--- src/rtl/seg_seq_pkg.sv ---
// Shared constants, state encoding and cycle-index helpers for the
// seven-segment digit-cycle receiver.
package seg_seq_pkg;

    // Active-low segment codes, bit order {g,f,e,d,c,b,a}
    localparam logic [6:0] SEG_0 = 7'b1000000;
    localparam logic [6:0] SEG_1 = 7'b1111001;
    localparam logic [6:0] SEG_2 = 7'b0100100;
    localparam logic [6:0] SEG_3 = 7'b0110000;
    localparam logic [6:0] SEG_4 = 7'b0011001;
    localparam logic [6:0] SEG_5 = 7'b0010010;
    localparam logic [6:0] SEG_6 = 7'b0000010;
    localparam logic [6:0] SEG_7 = 7'b1111000;
    localparam logic [6:0] SEG_8 = 7'b0000000;
    localparam logic [6:0] SEG_9 = 7'b0010000;

    localparam int unsigned CYCLE_LEN = 5;

    typedef enum logic [1:0] {
        ST_IDLE,
        ST_HUNT,
        ST_LOCKED,
        ST_ERROR
    } state_t;

    typedef logic [2:0] cidx_t;

    // Returns {is_cycle, index}; the cycle runs 3,7,2,4,6
    function automatic logic [3:0] cycle_map(input logic [3:0] d);
        case (d)
            4'd3:    return {1'b1, 3'd0};
            4'd7:    return {1'b1, 3'd1};
            4'd2:    return {1'b1, 3'd2};
            4'd4:    return {1'b1, 3'd3};
            4'd6:    return {1'b1, 3'd4};
            default: return {1'b0, 3'd0};
        endcase
    endfunction

    function automatic cidx_t cycle_fwd(input cidx_t i);
        return (i == cidx_t'(CYCLE_LEN - 1)) ? '0 : i + 3'd1;
    endfunction

    function automatic cidx_t cycle_rev(input cidx_t i);
        return (i == '0) ? cidx_t'(CYCLE_LEN - 1) : i - 3'd1;
    endfunction

endpackage

--- src/rtl/seg7_decode.sv ---
// Combinational active-low seven-segment decoder producing the BCD digit
// and its position in the digit cycle.
module seg7_decode
    import seg_seq_pkg::*;
(
    input  logic [6:0] seg_in,
    output logic [3:0] digit,
    output logic       digit_ok,
    output logic       is_cycle,
    output cidx_t      cycle_idx
);

    always_comb begin
        digit_ok = 1'b1;
        case (seg_in)
            SEG_0:   digit = 4'd0;
            SEG_1:   digit = 4'd1;
            SEG_2:   digit = 4'd2;
            SEG_3:   digit = 4'd3;
            SEG_4:   digit = 4'd4;
            SEG_5:   digit = 4'd5;
            SEG_6:   digit = 4'd6;
            SEG_7:   digit = 4'd7;
            SEG_8:   digit = 4'd8;
            SEG_9:   digit = 4'd9;
            default: begin
                digit    = 4'hF;
                digit_ok = 1'b0;
            end
        endcase
    end

    // 4'hF is not a cycle digit, so undecodable codes fall out as non-cycle
    assign {is_cycle, cycle_idx} = cycle_map(digit);

endmodule

--- src/rtl/seg_seq_decoder.sv ---
// Samples seven-segment codes, decodes them and tracks lock/direction on the
// 3-7-2-4-6 digit cycle with step and error counters.
module seg_seq_decoder
    import seg_seq_pkg::*;
#(
    parameter int unsigned CNT_W = 8
) (
    input  logic             clk,
    input  logic             reset,
    input  logic             seg_valid,
    input  logic [6:0]       seg_in,
    output logic [3:0]       digit,
    output logic             digit_ok,
    output logic             locked,
    output logic             dir,
    output logic             err,
    output logic [CNT_W-1:0] step_count,
    output logic [CNT_W-1:0] err_count
);

    logic [3:0] dec_digit;
    logic       dec_ok;
    logic       dec_cycle;
    cidx_t      dec_idx;

    state_t     state;
    cidx_t      idx;

    seg7_decode u_decode (
        .seg_in    (seg_in),
        .digit     (dec_digit),
        .digit_ok  (dec_ok),
        .is_cycle  (dec_cycle),
        .cycle_idx (dec_idx)
    );

    always_ff @(posedge clk or negedge reset) begin
        if (!reset) begin
            state      <= ST_IDLE;
            idx        <= '0;
            digit      <= '0;
            digit_ok   <= 1'b0;
            locked     <= 1'b0;
            dir        <= 1'b0;
            err        <= 1'b0;
            step_count <= '0;
            err_count  <= '0;
        end else if (seg_valid) begin
            digit    <= dec_digit;
            digit_ok <= dec_ok;
            if (!dec_cycle) begin
                if (state != ST_ERROR && err_count != '1)
                    err_count <= err_count + 1'b1;
                state  <= ST_ERROR;
                locked <= 1'b0;
                err    <= 1'b1;
            end else begin
                unique case (state)
                    ST_IDLE, ST_ERROR: begin
                        state  <= ST_HUNT;
                        idx    <= dec_idx;
                        locked <= 1'b0;
                        err    <= 1'b0;
                    end
                    ST_HUNT, ST_LOCKED: begin
                        // A repeated digit is ignored entirely
                        if (dec_idx != idx) begin
                            if (dec_idx == cycle_fwd(idx) || dec_idx == cycle_rev(idx)) begin
                                state      <= ST_LOCKED;
                                idx        <= dec_idx;
                                locked     <= 1'b1;
                                err        <= 1'b0;
                                dir        <= (dec_idx == cycle_fwd(idx));
                                step_count <= step_count + 1'b1;
                            end else begin
                                state  <= ST_ERROR;
                                locked <= 1'b0;
                                err    <= 1'b1;
                                if (err_count != '1)
                                    err_count <= err_count + 1'b1;
                            end
                        end
                    end
                endcase
            end
        end
    end

endmodule

--- config.mk ---
export PLATFORM = sky130hd
export DESIGN_NAME = seg_seq_decoder
export DESIGN_NICKNAME = d
export VERILOG_FILES = /design/src/rtl/seg_seq_pkg.sv /design/src/rtl/seg7_decode.sv /design/src/rtl/seg_seq_decoder.sv
export SDC_FILE = /design/constraint.sdc
export NUM_CORES = 1
export LEC_CHECK = 0
export CAP_MARGIN = 10
export CORE_ASPECT_RATIO = 1.4
export CORE_MARGIN = 4
export CORE_UTILIZATION = 57
export CTS_CLUSTER_DIAMETER = 30
export DETAILED_ROUTE_END_ITERATION = 10
export DONT_BUFFER_PORTS = 1
export PLACE_DENSITY = 0.73
export SLEW_MARGIN = 15
export SYNTH_ARGS = -nofsm -noshare
export SYNTH_HDL_FRONTEND = slang
export SYNTH_SLANG_ARGS = --single-unit
export TNS_END_PERCENT = 50
--- constraint.sdc ---
create_clock -name clk -period 2.5 [get_ports clk]
set_input_delay 0.375 -clock clk [delete_from_list [all_inputs] [get_ports clk]]
set_output_delay 0.375 -clock clk [all_outputs]
set_load 0.1 [all_outputs]
==> load_flow_metrics.sql <==
INSERT INTO impl_metrics (metric_group, metric, value, unit) VALUES
('sta', 'relSlewSlack', '0.370', ''),
('global_routing', 'grt_antenna_before_repair', '0', ''),
('critical_path', 'setup.worst_path.end_class', 'flip-flop', ''),
('critical_path', 'ff2ff_path_depth', '10', ''),
('critical_path', 'startpoint', 'idx[1]$_DFFE_PN0P_', ''),
('clocking', 'cts_made_buffers', '5', ''),
('sta', 'setup-violations-final', '8', ''),
('synthesis', 'seq_area_frac_synth', '0.392', ''),
('detailed_routing', 'first_iteration_detailed_routing_drc_count', '43', ''),
('floorplanning', 'std_cell_rows', '24', ''),
('synthesis', 'avgSynthCellArea', '10.3', 'µm²'),
('clocking', 'htree_levels', '2', ''),
('power', 'worst_ir_drop_vdd', '0.000514', 'V'),
('min_path', 'hold_start', 'seg_valid', ''),
('power', 'power-per-cell-area', '725', 'nW/µm²'),
('critical_path', 'timing.critical_path.arrival', '2.74', 'ns'),
('final_layout', 'fin_area', '2410', 'µm²'),
('critical_path', 'timing.critical_path.fanout_max', '8', ''),
('synthesis', 'synth_async_sr_flop_share', '1.00', ''),
('critical_path', 'setup.worst_path.class', 'reg -> reg', ''),
('sta', 'timing.setup.tns', '-0.266', 'ns'),
('global_routing', 'grt_start_max_net_pins', '30', ''),
('floorplanning', 'initial_core_util', '0.593', ''),
('detailed_routing', 'wl', '4630', 'µm'),
('floorplanning', 'die-width', '56.2', 'µm'),
('run_status', 'violations_in_the_final_reports', 'setup timing', ''),
('detailed_routing', 'avgViaCountPerCell', '5.87', ''),
('global_routing', 'first_pass_grt_wire_length', '7560', 'µm'),
('floorplanning', 'floorplan.core_area', '3120', 'µm²'),
('sta', 'highest_achievable_clock_rate', '390', 'MHz'),
('synthesis', 'postSynthNetCount', '196', ''),
('final_layout', 'fin_nets', '245', ''),
('power', 'fin_total_pwr', '1.75', 'mW'),
('detailed_routing', 'drt_pre_antenna_iters', '4', ''),
('sta', 'final_period_minus_worst_setup_slack', '2.56', 'ns'),
('synthesis', 'synthesis.area', '1850', 'µm²'),
('place', 'numPortBuffers', '0', ''),
('sta', 'rsz_0062_raised_after_global_routing', 'yes', ''),
('global_routing', 'gr-total-overflow', '0', ''),
('power', 'leakagePower', '1.08', 'nW'),
('min_path', 'hold_depth', '1', ''),
('sta', 'tightest_pin_transition', '0.945', 'ns'),
('sta', 'finalMaxSlewViolations', '0', ''),
('final_layout', 'area_overhead_vs_synth', '30.4', '%'),
('run_status', 'result_of_the_run', 'finished with violations', ''),
('detailed_routing', 'drc_viols', '0', ''),
('clocking', 'worst_setup_hold_path_clk_slew', '0.06', 'ns'),
('floorplanning', 'num_io_pins', '34', ''),
('synthesis', 'syn-instance-count', '179', ''),
('clocking', 'tritoncts', 'yes', ''),
('detailed_routing', 'routed_wire_length_per_instance', '17.3', 'µm'),
('synthesis', 'ys_types', '56', ''),
('detailed_routing', 'antenna_violating_nets_post_route', '0', ''),
('place', 'dpl_cell_area', '2160', 'µm²'),
('global_routing', 'grt.total_usage', '0.230', ''),
('place', 'replace_congestion', '0.847', ''),
('synthesis', 'synth-seq-cells', '29', ''),
('sta', 'fin_crit_sh', '1.02', ''),
('final_layout', 'antenna_cells_inserted', '0', ''),
('clocking', 'cts.sinks', '29', ''),
('synthesis', 'synth_edf_count', '0', ''),
('sta', 'hold_fails_final_rpt', '0', ''),
('sta', 'worst_clock_skew', '0.00182', 'ns'),
('clocking', 'clock_latency', '0.27', 'ns'),
('critical_path', 'reg2reg_start', 'idx[1]$_DFFE_PN0P_', ''),
('place', 'detailedPlacementHpwl', '3440', 'µm'),
('floorplanning', 'die-area', '4230', 'µm²'),
('critical_path', 'worstSetupStartpointType', 'flip-flop', ''),
('floorplanning', 'die_height', '75.4', 'µm'),
('clocking', 'cts_root_buf', 'clkbuf_8', ''),
('global_routing', 'first_global_vias', '1688', ''),
('critical_path', 'worstPathRequired', '2.68', 'ns'),
('final_layout', 'finish.utilization', '0.773', ''),
('synthesis', 'synthesis.yosys.warnings', '0', ''),
('sta', 'finalWorstSetupSlack', '-0.0614', 'ns'),
('job', 'cap_viol_max_count', '0', ''),
('synthesis', 'postSynth.topFlopCell', 'dfrtp_1', ''),
('min_path', 'hold_class', 'in -> reg', ''),
('detailed_routing', 'num_vias', '1572', ''),
('final_layout', 'share_of_post_route_cells_with_drive_strength_above_1', '0.371', ''),
('clocking', 'clock_tree.buffer_depth', '2', '');
==> worst max-delay path, cell delays in order, from the launching register on <==
cell and delay, ns:
dfrtp_1 0.40, inv_2 0.07, ha_4 0.18, ha_1 0.22, nor4_2 0.49, o221ai_1 0.25
nand3_2 0.17, and3_2 0.29, buf_4 0.16, o211ai_1 0.10, o21ai_0 0.12
==> flip-flops by register name, summed over array words and instances, names as in the netlist <==
signal and cells:
digit 4, digit_ok 1, dir 1, err 1, err_count 8, idx 3, locked 1, state 2
step_count 8
==> layer usage <==
metal  up-vias  track usage  share of wire
met5         -            0              0
met4         0        0.145          0.041
met3        17       0.0712          0.057
met2        54        0.438           0.55
met1       754        0.215           0.35
li1        747            -              -
==> synth_stat cells (2+ instances only) <==
cell type,instances,area share
nor3_1,3,0.0081
a21oi_1,6,0.016
xnor2_1,18,0.085
nand3_1,7,0.019
dfrtp_1,29,0.39
o21ai_0,5,0.014
o221ai_1,2,0.0095
mux2i_1,4,0.022
ha_1,7,0.047
mux2_2,3,0.018
xor2_1,3,0.014
a31oi_1,2,0.0068
buf_6,2,0.012
nor2_1,10,0.020
nand2_1,6,0.012
a41oi_1,2,0.0095
o21a_1,2,0.0081
nor3b_1,2,0.0081
and2_1,4,0.014
inv_1,10,0.020
nand4_1,10,0.034
nor4_1,3,0.010
and3_1,6,0.020
==> cell families after synthesis <==
kind of cell / count (synthesis) / share of synthesized area
flip-flops: 29 / 0.392
adder cells (fa/ha/maj): 8 / 0.0527
multiplexers: 8 / 0.0480
AND/OR/NAND/NOR: 64 / 0.209
XOR/XNOR: 21 / 0.0994
buffers and inverters: 15 / 0.0412
AO/OA/AOI/OAI: 34 / 0.158
==> metrics by stage <==
stage / worst slack (ns) / hold WS, ns / cells
3_5_place_dp: -0.213 / 0.0802 / 252
3_3_place_gp: -0.0951 / 0.0802 / 252
6_report: -0.0614 / 0.182 / 268
4_1_cts: -0.0475 / 0.177 / 265
5_1_grt: -0.188 / 0.167 / 268
2_1_floorplan: -0.101 / 0.0794 / 179
==> placed cells by master (no fill, tap or decap), types with 3 or more instances in the layout <==
| cell | netlist | routed |
|---|---|---|
| buf_4 | 1 | 44 |
| dfrtp_1 | 29 | 29 |
| xnor2_1 | 18 | 15 |
| nand4_1 | 10 | 10 |
| nor2_1 | 10 | 9 |
| inv_1 | 10 | 8 |
| nand3_1 | 7 | 6 |
| a21oi_1 | 6 | 6 |
| nand2_1 | 6 | 6 |
| and3_1 | 6 | 5 |
| o21ai_0 | 5 | 5 |
| clkbuf_8 | 0 | 5 |
| and2_1 | 4 | 4 |
| mux2i_1 | 4 | 4 |
| ha_1 | 7 | 4 |
| nor4_1 | 3 | 3 |
| xnor2_2 | 0 | 3 |
| mux2_2 | 3 | 3 |
| clkbuf_1 | 1 | 3 |
==> final timing paths <==
kind	to	slack, ns
max	dir$_DFFE_PN0P_	-0.06
min	digit[3]$_DFFE_PN0P_	0.18
max reg2reg	dir$_DFFE_PN0P_	-0.06
min reg2reg	state[0]$_DFFE_PN0P_	0.53
max in group asynchronous	digit[1]$_DFFE_PN0P_	1.81
min in group asynchronous	err_count[7]$_DFFE_PN0P_	0.54
==> layout make-up <==
type | instances | area (µm²)
Sequential cell | 29 | 726
Tap cell | 39 | 48.8
Fill cell | 214 | 709
Clock buffer | 8 | 80.1
Inverter | 10 | 37.5
Multi-Input combinational cell | 135 | 1150
Timing Repair Buffer | 47 | 372
==> power by group <==
group / switching, mW / total [mW] / internal, mW
Clock: 0.163 / 0.360 / 0.197
Combinational: 0.494 / 0.789 / 0.296
Sequential: 0.0865 / 0.600 / 0.513
==> repair_timing <==
| action | 4_1_cts | 5_1_grt |
|---|---|---|
| hold buffers | 2 | 0 |
| cloned | 0 | 0 |
| resized for setup | 15 | 5 |
| endpoints found under the hold margin | 29 | 0 |
| setup buffers | 3 | 3 |
| pin swaps | 9 | 9 |
| setup endpoints to repair | 16 | 16 |
No activity file was read; power rests on OpenSTA's default activity.
